## src/rtl/serial_3wire_pkg.sv

```systemverilog
//============================================================================
// Module      : serial_3wire_pkg
// Description : Shared types, defaults and helpers for the 3-wire serial
//               transceiver (frame / bit strobe / data).
//               Optional parity: define SERIAL_3WIRE_PARITY_EN to append one
//               even-parity bit to every word.
// Contents    : tx_state_t    - TX serializer state encoding
//               DEFAULT_*     - default word width and bit period
//               frame_bits()  - number of serial bits per frame
// Revision    : 1.0 - initial release
//============================================================================
`default_nettype none

package serial_3wire_pkg;

  localparam int unsigned DEFAULT_DATA_WIDTH = 32;
  localparam int unsigned DEFAULT_BIT_PERIOD = 4;

  typedef enum logic [0:0] {
    TX_IDLE = 1'b0,
    TX_SEND = 1'b1
  } tx_state_t;

  // Bits carried by one frame: the data word, plus the parity bit when enabled.
  function automatic int unsigned frame_bits(input int unsigned data_width);
`ifdef SERIAL_3WIRE_PARITY_EN
    return data_width + 1;
`else
    return data_width;
`endif
  endfunction

endpackage

`default_nettype wire

```

## src/rtl/serial_3wire_ser.sv

```systemverilog
//============================================================================
// Module      : serial_3wire_ser
// Description : TX serializer. Latches a word on start and shifts it out
//               MSB-first, one bit per BIT_PERIOD cycles, with the bit strobe
//               in the last cycle of every bit period. With
//               SERIAL_3WIRE_PARITY_EN defined an even-parity bit follows
//               the LSB.
// Ports       : clk, rst_n (async, low), rst_syn (sync, high)
//               data [DATA_WIDTH-1:0] / start  - word and one-cycle request
//               busy, done                     - status / end-of-frame pulse
//               frame, bit_en, ser_out         - serial line outputs
// Revision    : 1.0 - initial release
//============================================================================
`default_nettype none

module serial_3wire_ser
  import serial_3wire_pkg::*;
#(
  parameter int unsigned DATA_WIDTH = DEFAULT_DATA_WIDTH,
  parameter int unsigned BIT_PERIOD = DEFAULT_BIT_PERIOD
) (
  input  logic                  clk,
  input  logic                  rst_n,
  input  logic                  rst_syn,
  input  logic [DATA_WIDTH-1:0] data,
  input  logic                  start,
  output logic                  busy,
  output logic                  done,
  output logic                  frame,
  output logic                  bit_en,
  output logic                  ser_out
);

  localparam int unsigned NBITS = frame_bits(DATA_WIDTH);
  localparam int unsigned CYC_W = $clog2(BIT_PERIOD);
  localparam int unsigned IDX_W = $clog2(NBITS);

  tx_state_t        state;
  logic [NBITS-1:0] payload;
  logic [NBITS-1:0] shreg;    // remaining bits, next one at the MSB
  logic [CYC_W-1:0] cyc;      // cycle within the current bit period
  logic [IDX_W-1:0] idx;      // index of the bit currently on the line

  always_comb begin
`ifdef SERIAL_3WIRE_PARITY_EN
    payload = {data, ^data};
`else
    payload = data;
`endif
  end

  always_ff @(posedge clk or negedge rst_n) begin
    if (!rst_n) begin
      state   <= TX_IDLE;
      shreg   <= '0;
      cyc     <= '0;
      idx     <= '0;
      busy    <= 1'b0;
      done    <= 1'b0;
      frame   <= 1'b0;
      bit_en  <= 1'b0;
      ser_out <= 1'b0;
    end else if (rst_syn) begin
      state   <= TX_IDLE;
      shreg   <= '0;
      cyc     <= '0;
      idx     <= '0;
      busy    <= 1'b0;
      done    <= 1'b0;
      frame   <= 1'b0;
      bit_en  <= 1'b0;
      ser_out <= 1'b0;
    end else begin
      done <= 1'b0;
      case (state)
        TX_IDLE: begin
          // Requests in the done cycle land here, so back-to-back works.
          if (start) begin
            state   <= TX_SEND;
            busy    <= 1'b1;
            frame   <= 1'b1;
            ser_out <= payload[NBITS-1];
            shreg   <= payload << 1;
            cyc     <= '0;
            idx     <= '0;
            bit_en  <= 1'b0;
          end
        end
        TX_SEND: begin
          if (cyc == CYC_W'(BIT_PERIOD - 1)) begin
            cyc    <= '0;
            bit_en <= 1'b0;
            if (idx == IDX_W'(NBITS - 1)) begin
              state   <= TX_IDLE;
              busy    <= 1'b0;
              frame   <= 1'b0;
              ser_out <= 1'b0;
              done    <= 1'b1;
            end else begin
              idx     <= idx + IDX_W'(1);
              ser_out <= shreg[NBITS-1];
              shreg   <= shreg << 1;
            end
          end else begin
            cyc    <= cyc + CYC_W'(1);
            // Strobe lands in the final cycle of the bit period.
            bit_en <= (cyc == CYC_W'(BIT_PERIOD - 2));
          end
        end
        default: state <= TX_IDLE;
      endcase
    end
  end

endmodule

`default_nettype wire

```

## src/rtl/serial_3wire_transceiver.sv

```systemverilog
//============================================================================
// Module      : serial_3wire_transceiver
// Description : Word-serial transceiver over frame / bit strobe / data.
//               TX serialises DATA_WIDTH words MSB-first (serial_3wire_ser);
//               RX deserialises incoming frames and flags malformed ones.
//               Define SERIAL_3WIRE_PARITY_EN to add an even-parity bit on
//               TX and check it on RX.
// Ports       : clk_i, rst_asy_n_i (async, low), rst_syn_i (sync, high)
//               tx_data_i/tx_data_en_i          - word and send request
//               tx_busy_o/tx_done_o             - TX status
//               tx_frame_o/tx_bit_en_o/tx_o     - TX line
//               rx_frame_i/rx_bit_en_i/rx_i     - RX line (clk_i domain)
//               rx_data_o/rx_data_en_o/rx_error_o - received word / status
// Revision    : 1.0 - initial release
//============================================================================
`default_nettype none

module serial_3wire_transceiver
  import serial_3wire_pkg::*;
#(
  parameter int unsigned DATA_WIDTH = DEFAULT_DATA_WIDTH,
  parameter int unsigned BIT_PERIOD = DEFAULT_BIT_PERIOD
) (
  input  logic                  clk_i,
  input  logic                  rst_asy_n_i,
  input  logic                  rst_syn_i,
  input  logic [DATA_WIDTH-1:0] tx_data_i,
  input  logic                  tx_data_en_i,
  output logic                  tx_busy_o,
  output logic                  tx_done_o,
  output logic                  tx_frame_o,
  output logic                  tx_bit_en_o,
  output logic                  tx_o,
  input  logic                  rx_frame_i,
  input  logic                  rx_bit_en_i,
  input  logic                  rx_i,
  output logic [DATA_WIDTH-1:0] rx_data_o,
  output logic                  rx_data_en_o,
  output logic                  rx_error_o
);

  localparam int unsigned NBITS = frame_bits(DATA_WIDTH);
  localparam int unsigned CNT_W = $clog2(DATA_WIDTH + 3);

  serial_3wire_ser #(
    .DATA_WIDTH (DATA_WIDTH),
    .BIT_PERIOD (BIT_PERIOD)
  ) u_ser (
    .clk     (clk_i),
    .rst_n   (rst_asy_n_i),
    .rst_syn (rst_syn_i),
    .data    (tx_data_i),
    .start   (tx_data_en_i),
    .busy    (tx_busy_o),
    .done    (tx_done_o),
    .frame   (tx_frame_o),
    .bit_en  (tx_bit_en_o),
    .ser_out (tx_o)
  );

  logic                  frame_q;
  logic [NBITS-1:0]      rx_shreg;
  logic [CNT_W-1:0]      rx_cnt;
  logic                  frame_end;
  logic                  rx_good;
  logic [DATA_WIDTH-1:0] rx_word;

  // Falling edge of the frame line; frame_q is cleared by reset, so a frame
  // cut short by reset never produces an end-of-frame event.
  assign frame_end = frame_q & ~rx_frame_i;

  always_comb begin
`ifdef SERIAL_3WIRE_PARITY_EN
    rx_word = rx_shreg[NBITS-1:1];
    // Even parity: XOR over data plus parity bit must be zero.
    rx_good = (rx_cnt == CNT_W'(NBITS)) && !(^rx_shreg);
`else
    rx_word = rx_shreg;
    rx_good = (rx_cnt == CNT_W'(NBITS));
`endif
  end

  always_ff @(posedge clk_i or negedge rst_asy_n_i) begin
    if (!rst_asy_n_i) begin
      frame_q      <= 1'b0;
      rx_shreg     <= '0;
      rx_cnt       <= '0;
      rx_data_o    <= '0;
      rx_data_en_o <= 1'b0;
      rx_error_o   <= 1'b0;
    end else if (rst_syn_i) begin
      frame_q      <= 1'b0;
      rx_shreg     <= '0;
      rx_cnt       <= '0;
      rx_data_o    <= '0;
      rx_data_en_o <= 1'b0;
      rx_error_o   <= 1'b0;
    end else begin
      frame_q      <= rx_frame_i;
      rx_data_en_o <= 1'b0;
      rx_error_o   <= 1'b0;
      if (frame_end) begin
        rx_cnt <= '0;
        if (rx_good) begin
          rx_data_o    <= rx_word;
          rx_data_en_o <= 1'b1;
        end else begin
          rx_error_o <= 1'b1;
        end
      end else if (rx_frame_i && rx_bit_en_i) begin
        rx_shreg <= {rx_shreg[NBITS-2:0], rx_i};
        // Saturate just past the valid lengths so overlong frames stay bad.
        if (rx_cnt != CNT_W'(DATA_WIDTH + 2)) begin
          rx_cnt <= rx_cnt + CNT_W'(1);
        end
      end
    end
  end

endmodule

`default_nettype wire

```

## config.mk

```make
export PLATFORM = sky130hd
export DESIGN_NAME = serial_3wire_transceiver
export DESIGN_NICKNAME = d
export VERILOG_FILES = /design/src/rtl/serial_3wire_pkg.sv /design/src/rtl/serial_3wire_ser.sv /design/src/rtl/serial_3wire_transceiver.sv
export SDC_FILE = /design/constraint.sdc
export NUM_CORES = 1
export LEC_CHECK = 0
export ABC_AREA = 1
export BUFFER_PORTS_ARGS = -buffer_cell sky130_fd_sc_hd__buf_2
export CAP_MARGIN = 40
export CORE_MARGIN = 5
export CORE_UTILIZATION = 61
export CTS_CLUSTER_SIZE = 10
export DETAILED_ROUTE_END_ITERATION = 8
export PLACE_DENSITY_LB_ADDON = 0.12
export SETUP_SLACK_MARGIN = 0.2
export SLEW_MARGIN = 20
export SYNTH_ARGS = -nofsm -noshare
export SYNTH_HDL_FRONTEND = slang
export SYNTH_HIERARCHICAL = 1
export SYNTH_SLANG_ARGS = --single-unit
```

## constraint.sdc

```tcl
create_clock -name clk_i -period 2.7 [get_ports clk_i]
set_input_delay 0.135 -clock clk_i [delete_from_list [all_inputs] [get_ports clk_i]]
set_output_delay 0.135 -clock clk_i [all_outputs]
set_load 0.01 [all_outputs]
```

==> results.md, run 1 <==
- Antenna-violating nets left: 0
- CP endpoint kind: register
- Root Buffer: clkbuf_8
- Area post-placement: 0.005732 mm^2
- Num rows: 34
- Remaining DRCs: 0
- Top cells by count, synth: nand2_1 (163), dfrtp_1 (116), nor2_1 (78)
- Switching Share: 0.2475
- Fmax achieved: 506.0 MHz
- Starting Density: 0.6201
- Vias: 4582
- Via density: 5.237
- Chip height: 103.9 um
- N_diodes: 0
- Reg power frac: 0.427
- Post-synth top area share: 0.5394
- Worst-path maximum fanout: 70
- DRT iter0 DRCs: 322
- Final setup fails: 0
- Total placed cells including tap cells: 807
- Yosys reg bits: 116
- Overall die width: 103.9 um
- IO Pins: 78
- CTS resizes: 0
- Cell internal pwr: 3.233 mW
- Count leader, synth: nand2_1
- H-Tree Depth: 4
- Share of total power in the clock network: 0.496
- HP Class: in2reg
- Rel. slew slack: 0.5564
- Initial antenna violation count: 0
- Routed wire length per instance: 14.14 um
- Cell taking the most area after synthesis: dfrtp_1
- CP Data Required Time: 3.07 ns
- Status: completed
- Routability Congestion: 0.7894
- Drt pass-1 iters: 5
- WL final: 12370 um
- First-pass GRT wire length: 21220 um
- Clock Tree Buf Depth: 2
- Fin area: 0.006666 mm^2
- Vias in the first global route: 4596
- Core ar.: 0.008678 mm^2
- All-Layer GR Usage: 0.2361
- CP Class: reg2reg
- Layout Area Growth over Synthesis: 23.88%
- Switching Power: 1.063 mW
- Max_cap viols: 0
- Netlist Area Pre-Place: 0.005381 mm^2
- Nets: 801
- Worst-path clk slew: 0.06 ns
- PD cells: 644.5 mW/mm^2
- Clock Sink Count: 116
- Yosys warns: 6
- Cells after Synth: 650
- Final Max Tran Viols: 0
- Final cell count without fillers: 875
- Synthesized Nets: 697
- Count of final hold-check violations: 0
- Num CTS Buffers: 17
- EDFF count, synth: 0
- Setup TNS Final: 0 ns
- Post-synth top flop: dfrtp_1
- Post-DP HPWL: 7315 um
- Fin crit period: 1.976 ns
- Arrival @ worst endpoint: 2.35 ns
- RSZ-0062 raised after global routing: false
- Share of cells above drive strength 1: 0.1695
- Number of buffers added on ports: 77
- CP Launch Type: register
- Clock Skews: 0.009113 ns
- Slew @ Worst Pin: 0.6654 ns
- Largest net degree at the start of global routing: 71
- Clock latency on the worst-skew pair: 0.52 ns
- VDD IR-drop max: 474.1 uV
- Combinational Power Share: 0.077
- PnR Total Power: 4.296 mW
- Hold WS: 0.05310 ns
- Synthesized area per cell: 8.279 um^2
- Sequential area share after synthesis: 0.5394
- Die area: 0.01080 mm^2
- Period utilisation layout: 0.7320
- Overflow after GRT: 0
- TritonCTS clock tree: yes
- Synth cell types: 28
- Ys async rst share: 1.000
- Leakage: 3.374 nW
- Top cells by area, synth: dfrtp_1 (54%), nand2_1 (11%), nor2_1 (5.4%)
[placed cells by master, fill, tap and decap left out, drive strengths merged, types with 3 or more instances in the layout]
cell	Yosys	final
nor3	3	3
nand4	6	6
inv	80	81
ha	8	8
a21oi	31	31
nand2	168	168
dfrtp	116	116
clkinvlp	0	5
nor2	79	79
buf	28	83
o21ai	75	75
dlygate4sd3	0	36
clkbuf	6	17
nand3	43	43
clkinv	0	7
[repair_timing]
action	CTS	global route
hold buffers	36	0
hold endpoints to repair	87	0
setup buffers	0	0
[power by group through the flow]
stage,sequential (mW),combinational [mW],clock [mW]
global route,1.84,0.373,2.25
finish,1.84,0.332,2.13
detailed placement,1.86,0.290,0
global placement,1.86,0.280,0
floorplan,1.86,0.198,0
CTS,1.83,0.332,2.17
[cell type report]
class | count | area [um^2]
Clock inverter | 15 | 160.2
Timing Repair Buffer | 119 | 805.8
Sequential cell | 116 | 2903
Multi-Input combinational cell | 420 | 1946
Inverter | 80 | 302.8
Clock buffer | 17 | 414.1
Fill cell | 629 | 2012
Tap cell | 108 | 135.1
[path summary, 6_finish.rpt]
| check | startpoint | endpoint | slack [ns] | depth (start not counted) |
|---|---|---|---|---|
| worst max-delay path | u_ser/idx[0]$_DFFE_PN0P_ | u_ser/idx[0]$_DFFE_PN0P_ | 0.72 | 8 |
| worst min-delay path | rst_syn_i | frame_q$_DFF_PN0_ | 0.05 | 2 |
| worst max register to register | u_ser/idx[0]$_DFFE_PN0P_ | u_ser/idx[0]$_DFFE_PN0P_ | 0.72 | 8 |
| worst min register to register | u_ser/shreg[13]$_DFFE_PN0P_ | u_ser/shreg[13]$_DFFE_PN0P_ | 0.49 | 2 |
| max in group asynchronous | rst_asy_n_i | rx_cnt[5]$_DFFE_PN0P_ | 1.73 | 3 |
| min in group asynchronous | rst_asy_n_i | u_ser/shreg[8]$_DFFE_PN0P_ | 0.19 | 2 |
[metal layers]
| metal | vias to the layer above | wire [um] | global-route usage |
|---|---|---|---|
| met4 | 0 | 213 | 0.08788 |
| met5 | - | 0 | 0 |
| met2 | 136 | 6218 | 0.3766 |
| li1 | 2257 | - | - |
| met3 | 25 | 562 | 0.05649 |
| met1 | 2164 | 5376 | 0.3156 |
[state kept, by name, summed over array words and instances, names as in the netlist]
signal / cells
rx_data_o: 32
rx_shreg: 32
u_ser/shreg: 31
rx_cnt: 6
u_ser/idx: 5
u_ser/cyc: 2
frame_q: 1
rx_data_en_o: 1
rx_error_o: 1
u_ser/bit_en: 1
u_ser/done: 1
u_ser/frame: 1
u_ser/ser_out: 1
u_ser/state: 1
[through the flow]
stage          utilization  setup WS [ns]
3_5_place_dp        0.6605         0.7833
6_report            0.7682         0.7236
3_3_place_gp        0.6605         0.8835
2_1_floorplan            -          1.105
4_1_cts             0.7682         0.7428
5_1_grt             0.7682         0.6000
[critical path, stage by stage, from the launching register on]
cell and delay (ns):
dfrtp_1 0.44, ha_1 0.24, nand2_1 0.09, nor2_1 0.07, ha_1 0.24, o21ai_4 0.22
nand2_8 0.27, nand2_1 0.14, o21ai_0 0.12
[cells by family after synthesis]
group / synth area share
flops: 0.5394
buf+inv: 0.09905
fa+ha+maj: 0.01860
mux: 0.002092
compound gates: 0.1053
simple gates: 0.2355
Power figures use the tool's default switching activity.
==> run 2, diff against run 1 <==
--- a/config.mk
+++ b/config.mk
@@ -9,7 +9,7 @@
 export BUFFER_PORTS_ARGS = -buffer_cell sky130_fd_sc_hd__buf_2
 export CAP_MARGIN = 40
 export CORE_MARGIN = 5
-export CORE_UTILIZATION = 61
+export CORE_UTILIZATION = 52
 export CTS_CLUSTER_SIZE = 10
 export DETAILED_ROUTE_END_ITERATION = 8
 export PLACE_DENSITY_LB_ADDON = 0.12
==> constraint.sdc (replaced) <==
create_clock -name clk_i -period 1.72 [get_ports clk_i]
set_input_delay 0.086 -clock clk_i [delete_from_list [all_inputs] [get_ports clk_i]]
set_output_delay 0.086 -clock clk_i [all_outputs]
set_load 0.01 [all_outputs]
==> run 2 against run 1 <==
Against the previous run: clock skew rose by 0.0018 ns; hold slack improved by 0.14 ns; via count rose by 0.50%; worst setup slack got worse by 0.60 ns; largest cell class unchanged; largest power group unchanged.
==> results.md, run 2 (synthesized netlist as in run 1, its figures left out) <==
- PD cells: 956.9 mW/mm^2
- Routed wire length per instance: 13.62 um
- Nets: 821
- Antenna-violating nets left: 0
- WL final: 12570 um
- Num rows: 37
- Max_cap viols: 0
- Registers with the most flip-flops: rx_data_o (32), rx_shreg (32), u_ser/shreg (31)
- DRT iter0 DRCs: 321
- Remaining DRCs: 0
- Leakage: 3.491 nW
- Overall die width: 111.7 um
- Slew @ Worst Pin: 0.6151 ns
- N_diodes: 0
- Vias: 4605
- Most frequent cells in the layout: nand2_1 (162), dfrtp_1 (114), nor2_1 (77)
- Routability Congestion: 0.8263
- Vias in the first global route: 4559
- Status: completed
- Die area: 0.01248 mm^2
- CP Class: reg2reg
- Count of final hold-check violations: 0
- IO Pins: 78
- Final Max Tran Viols: 0
- Clock latency on the worst-skew pair: 0.52 ns
- Reg2Reg Capture Point: u_ser/idx[1]$_DFFE_PN0P_
- Largest net degree at the start of global routing: 117
- Drt pass-1 iters: 5
- CP Launch Point: u_ser/idx[1]$_DFFE_PN0P_
- TritonCTS clock tree: yes
- Overflow after GRT: 0
- Share of cells above drive strength 1: 0.1881
- Layout Area Growth over Synthesis: 29.64%
- All-Layer GR Usage: 0.2091
- Final Util: 0.6819
- Root Buffer: clkbuf_8
- Fmax achieved: 624.7 MHz
- Hold WS: 0.1910 ns
- CP Launch Type: register
- Worst-path maximum fanout: 17
- PnR Total Power: 6.676 mW
- H-Tree Depth: 4
- Post-DP HPWL: 7366 um
- Critical R2R Launch: u_ser/idx[1]$_DFFE_PN0P_
- Final setup fails: 0
- HP Class: in2async
- Worst-path clk slew: 0.05 ns
- Rel. slew slack: 0.5899
- Setup slack, reg-to-reg: 0.12 ns
- Starting Density: 0.5260
- CP Data Required Time: 2.12 ns
- Final worst-path setup slack: 0.1193 ns
- Core ar.: 0.01023 mm^2
- Most common cell after layout, fill and taps aside: nand2_1
- Setup TNS Final: 0 ns
- Worst slack, placed: 0.09881 ns
- RSZ-0062 raised after global routing: true
- Chip height: 111.7 um
- Clock Sink Count: 116
- Number of buffers added on ports: 77
- Period utilisation layout: 0.9306
- Clock Skews: 0.01093 ns
- Initial antenna violation count: 0
- Fin crit period: 1.601 ns
- Via density: 4.989
- Clock Tree Buf Depth: 2
- Arrival @ worst endpoint: 2.00 ns
- CP endpoint kind: register
- Num CTS Buffers: 17
- VDD IR-drop max: 667.8 uV
- First-pass GRT wire length: 21290 um
- Worst reg-to-reg path cell count: 9
run 2: how the worst max path moves through the flow:
stage,slack [ns],end
after global routing,0.06,u_ser/shreg[29]$_DFFE_PN0P_
after detailed placement,0.1,rx_data_o[26]$_DFFE_PN0P_
after global placement,0.13,u_ser/shreg[27]$_DFFE_PN0P_
final,0.12,u_ser/idx[1]$_DFFE_PN0P_
after CTS,0.12,u_ser/shreg[12]$_DFFE_PN0P_
after floorplan,0.19,u_ser/idx[0]$_DFFE_PN0P_
run 2: final cells by class:
cell class	count	area [um^2]
fill	848	3254
timing repair buffer	138	1052
clock inverter	4	45.04
inverter	80	305.3
sequential	116	2905
multi-input combinational	421	2003
clock buffer	28	495.5
tap	136	170.2
run 2: stage by stage:
step                instances  cell area [um^2]
global placement          846              5897
detailed placement        846              5897
floorplan                 650              5391
CTS                       918              6892
finish                    923              6977
global route              923              6977
run 2: routing by layer:
layer  vias up  wire, um  GRT usage
met5         -         0          0
li1       2300         -          -
met3        10       590    0.05707
met4         0        91    0.06569
met1      2189      5790     0.2782
met2       106      6095     0.3353
run 2: timing repair:
action                                  CTS  global route
endpoints found under the setup margin   69            68
hold buffers                             38             0
cloned                                    2             1
setup buffers                             0             4
pin swaps                                 3             1
resized for setup                         7             5
endpoints found under the hold margin   158             0
run 2: worst max-delay path: stages, from the launching register on:
cell and delay (ns):
dfrtp_1 0.39, ha_2 0.20, nand2_2 0.07, nor2_2 0.05, ha_4 0.17, o21ai_4 0.20
nand2_8 0.11, clkbuf_16 0.19, nand2_1 0.06, o21ai_1 0.05
run 2: report_power, final:
group	switching [mW]	leakage, nW	internal (mW)
Clock	1.13	0.267	2.06
Combinational	0.354	1.64	0.246
Sequential	0.0552	1.59	2.83
Total	1.54	3.49	5.13
==> run 3, diff against run 2 <==
--- a/config.mk
+++ b/config.mk
@@ -5,7 +5,6 @@
 export SDC_FILE = /design/constraint.sdc
 export NUM_CORES = 1
 export LEC_CHECK = 0
-export ABC_AREA = 1
 export BUFFER_PORTS_ARGS = -buffer_cell sky130_fd_sc_hd__buf_2
 export CAP_MARGIN = 40
 export CORE_MARGIN = 5
@@ -13,7 +12,7 @@
 export CTS_CLUSTER_SIZE = 10
 export DETAILED_ROUTE_END_ITERATION = 8
 export PLACE_DENSITY_LB_ADDON = 0.12
-export SETUP_SLACK_MARGIN = 0.2
+export SETUP_SLACK_MARGIN = 0.3
 export SLEW_MARGIN = 20
 export SYNTH_ARGS = -nofsm -noshare
 export SYNTH_HDL_FRONTEND = slang
==> run 3 against run 2 <==
Against the previous run: the flow now finishes with violations (setup timing); sequential share of layout area shrank 4.0 points; register-to-register slack worse by 0.15 ns; combinational power increased by 17%; utilization up 3.1 points; largest power group unchanged; fmax decreased by 8.6%; non-clock buffer count is 13 higher; flip-flop and latch count is the same; sequential power hardly changed; cell count decreased by 13%; clock skew decreased by 0.0024 ns; die area is 6.3% higher.
==> results.md, run 3 <==
- Status: finished with violations
- Violated checks: setup timing
- CP Data Required Time: 2.11 ns
- Share of cells above drive strength 1: 0.2971
- H-Tree Depth: 4
- Layout Area Growth over Synthesis: 34.25%
- Number of buffers added on ports: 77
- Reg power frac: 0.412
- Starting Density: 0.5307
- Final Util: 0.7125
- Vias in the first global route: 4480
- All-Layer GR Usage: 0.2129
- Post-synth top flop: dfrtp_1
- Clock Tree Buf Depth: 2
- CP Launch Type: register
- Hold EP: u_ser/shreg[18]$_DFFE_PN0P_
- PnR Total Power: 6.980 mW
- Clock Sink Count: 116
- RSZ-0062 raised after global routing: true
- Yosys warns: 6
- IO Pins: 78
- Chip height: 115.2 um
- Netlist Area Pre-Place: 0.005753 mm^2
- Cell internal pwr: 5.338 mW
- Top cells by area, synth: dfrtp_1 (50%), mux2i_1 (11%), nand2b_1 (7.3%)
- Filler Cell Count: 783
- Via density: 5.473
- Synthesized Nets: 572
- Critical R2R Launch: u_ser/idx[0]$_DFFE_PN0P_
- Top cells by count, synth: dfrtp_1 (116), nand2_1 (69), nand2b_1 (67)
- Fin area: 0.007724 mm^2
- Final Max Tran Viols: 0
- Reg2Reg Capture Point: u_ser/idx[1]$_DFFE_PN0P_
- Worst-path maximum fanout: 7
- Clock latency on the worst-skew pair: 0.52 ns
- Period utilisation layout: 1.018
- Final cell count without fillers: 803
- Initial antenna violation count: 0
- Overall die width: 115.2 um
- Synthesized area per cell: 10.96 um^2
- Post-synth top area share: 0.5046
- EDFF count, synth: 0
- Count of final hold-check violations: 0
- DRT iter0 DRCs: 400
- HP Class: in2reg
- Area post-placement: 0.006335 mm^2
- Hold WS: 0.01474 ns
- PD cells: 903.8 mW/mm^2
- Post-DP HPWL: 7637 um
- Antenna-violating nets left: 0
- Cell taking the most area after synthesis: dfrtp_1
- Hold Path Depth: 3
- Num CTS Buffers: 17
- Area of the multi-input gates: 0.002780 mm^2
- Most common cell after layout, fill and taps aside: dfrtp_1
- N_diodes: 0
- Worst-path clk slew: 0.05 ns
- Nets: 697
- Rel. slew slack: 0.6657
- Core ar.: 0.01084 mm^2
- Max_cap viols: 0
- Num rows: 38
- Cells after Synth: 525
- Routed wire length per instance: 16.79 um
- Drt pass-1 iters: 5
- Hold Crit Start: tx_data_i[17]
- Vias: 4395
- Die area: 0.01327 mm^2
- Combinational Power Share: 0.101
- Final worst-path setup slack: -0.03045 ns
- Switching Power: 1.642 mW
- Final setup fails: 8
- Overflow after GRT: 0
- Fmax achieved: 571.3 MHz
- Yosys reg bits: 116
- Setup slack, reg-to-reg: -0.03 ns
- Register area: 0.002905 mm^2
- Count leader, synth: dfrtp_1
- Switching Share: 0.2353
- Registers with the most flip-flops: rx_data_o (32), rx_shreg (32), u_ser/shreg (31)
- Leakage: 3.383 nW
- Routability Congestion: 0.7272
- Share of total power in the clock network: 0.488
- WL final: 13480 um
- Worst slack, placed: -0.01255 ns
- Worst reg-to-reg path cell count: 7
- TritonCTS clock tree: yes
- Most frequent cells in the layout: dfrtp_1 (114), buf_2 (75), nand2_1 (69)
- Root Buffer: clkbuf_8
- Remaining DRCs: 0
- First-pass GRT wire length: 22340 um
- Setup TNS Final: -0.06924 ns
- Clock Skews: 0.008494 ns
- Synth cell types: 47
- Sequential area share after synthesis: 0.5046
- Fin crit period: 1.750 ns
- Arrival @ worst endpoint: 2.14 ns
- Ys async rst share: 1.000
- CP endpoint kind: register
- CP Class: reg2reg
- Largest net degree at the start of global routing: 122
- VDD IR-drop max: 685.4 uV
- Total placed cells including tap cells: 720
- Slew @ Worst Pin: 0.5014 ns
run 3: changes by cell type in the layout (fill, tap and decap cells not counted), sizes merged, moves of 64 or more:
cell    change
inv        -76
mux2i      +64
nand2     -100
nand2b     +68
nor2       -73
o21ai      -71
run 3: layer usage:
layer,GRT usage,vias up,wire [um]
met2,0.3275,108,6481
li1,-,2100,-
met1,0.2989,2173,6290
met3,0.04842,14,566
met4,0.07277,0,144
met5,0,-,0
run 3: repair_timing:
action / in CTS / in global routing
gates cloned: 4 / 1
hold endpoints to repair: 153 / 0
setup endpoints to repair: 69 / 75
resized for setup: 28 / 15
hold buffers: 35 / 0
pin swaps: 13 / 6
setup buffers: 8 / 3
run 3: power by group through the flow:
stage / clock, mW / sequential [mW] / combinational (mW)
final: 3.40 / 2.87 / 0.702
after global routing: 3.60 / 2.88 / 0.765
after CTS: 3.46 / 2.87 / 0.687
after detailed placement: 0 / 2.92 / 0.562
after global placement: 0 / 2.91 / 0.548
after floorplan: 0 / 2.90 / 0.367
run 3: area by class of cell:
type                       instances  area share
clock buffer                      23     0.06172
inverter                           4    0.001944
tap                              140     0.02268
clock inverter                     9     0.01312
sequential                       116      0.3762
multi-input combinational        360      0.3600
timing repair buffer             151      0.1644
run 3: how the worst max path moves through the flow:
stage,from,end,slack [ns],depth (start not counted)
6_report,u_ser/idx[0]$_DFFE_PN0P_,u_ser/idx[1]$_DFFE_PN0P_,-0.03,7
5_1_grt,u_ser/idx[0]$_DFFE_PN0P_,u_ser/idx[1]$_DFFE_PN0P_,-0.08,7
4_1_cts,u_ser/idx[0]$_DFFE_PN0P_,u_ser/idx[1]$_DFFE_PN0P_,-0.007,7
3_5_place_dp,u_ser/idx[1]$_DFFE_PN0P_,u_ser/shreg[7]$_DFFE_PN0P_,-0.01,7
3_3_place_gp,u_ser/idx[1]$_DFFE_PN0P_,u_ser/shreg[6]$_DFFE_PN0P_,0.07,7
2_1_floorplan,u_ser/idx[1]$_DFFE_PN0P_,u_ser/shreg[1]$_DFFE_PN0P_,0.006,8
run 3: kinds of logic (layout without fill, tap and decap cells):
logic type | count (synthesis) | count (layout) | share of synthesized area
AND/OR/NAND/NOR | 201 | 201 | 0.1957
AO/OA/AOI/OAI | 84 | 84 | 0.1166
multiplexers | 66 | 66 | 0.1153
adder cells (fa/ha/maj) | 8 | 8 | 0.01740
flip-flops | 116 | 116 | 0.5046
XOR/XNOR | 1 | 1 | 0.001523
buffers and inverters | 49 | 187 | 0.04893
run 3: critical path, stage by stage, from the launching register on:
cell and delay (ns):
dfrtp_1 0.38, ha_2 0.20, and3_4 0.16, ha_4 0.15, nand3b_4 0.17, and3_4 0.24
buf_6 0.13, a22o_1 0.21
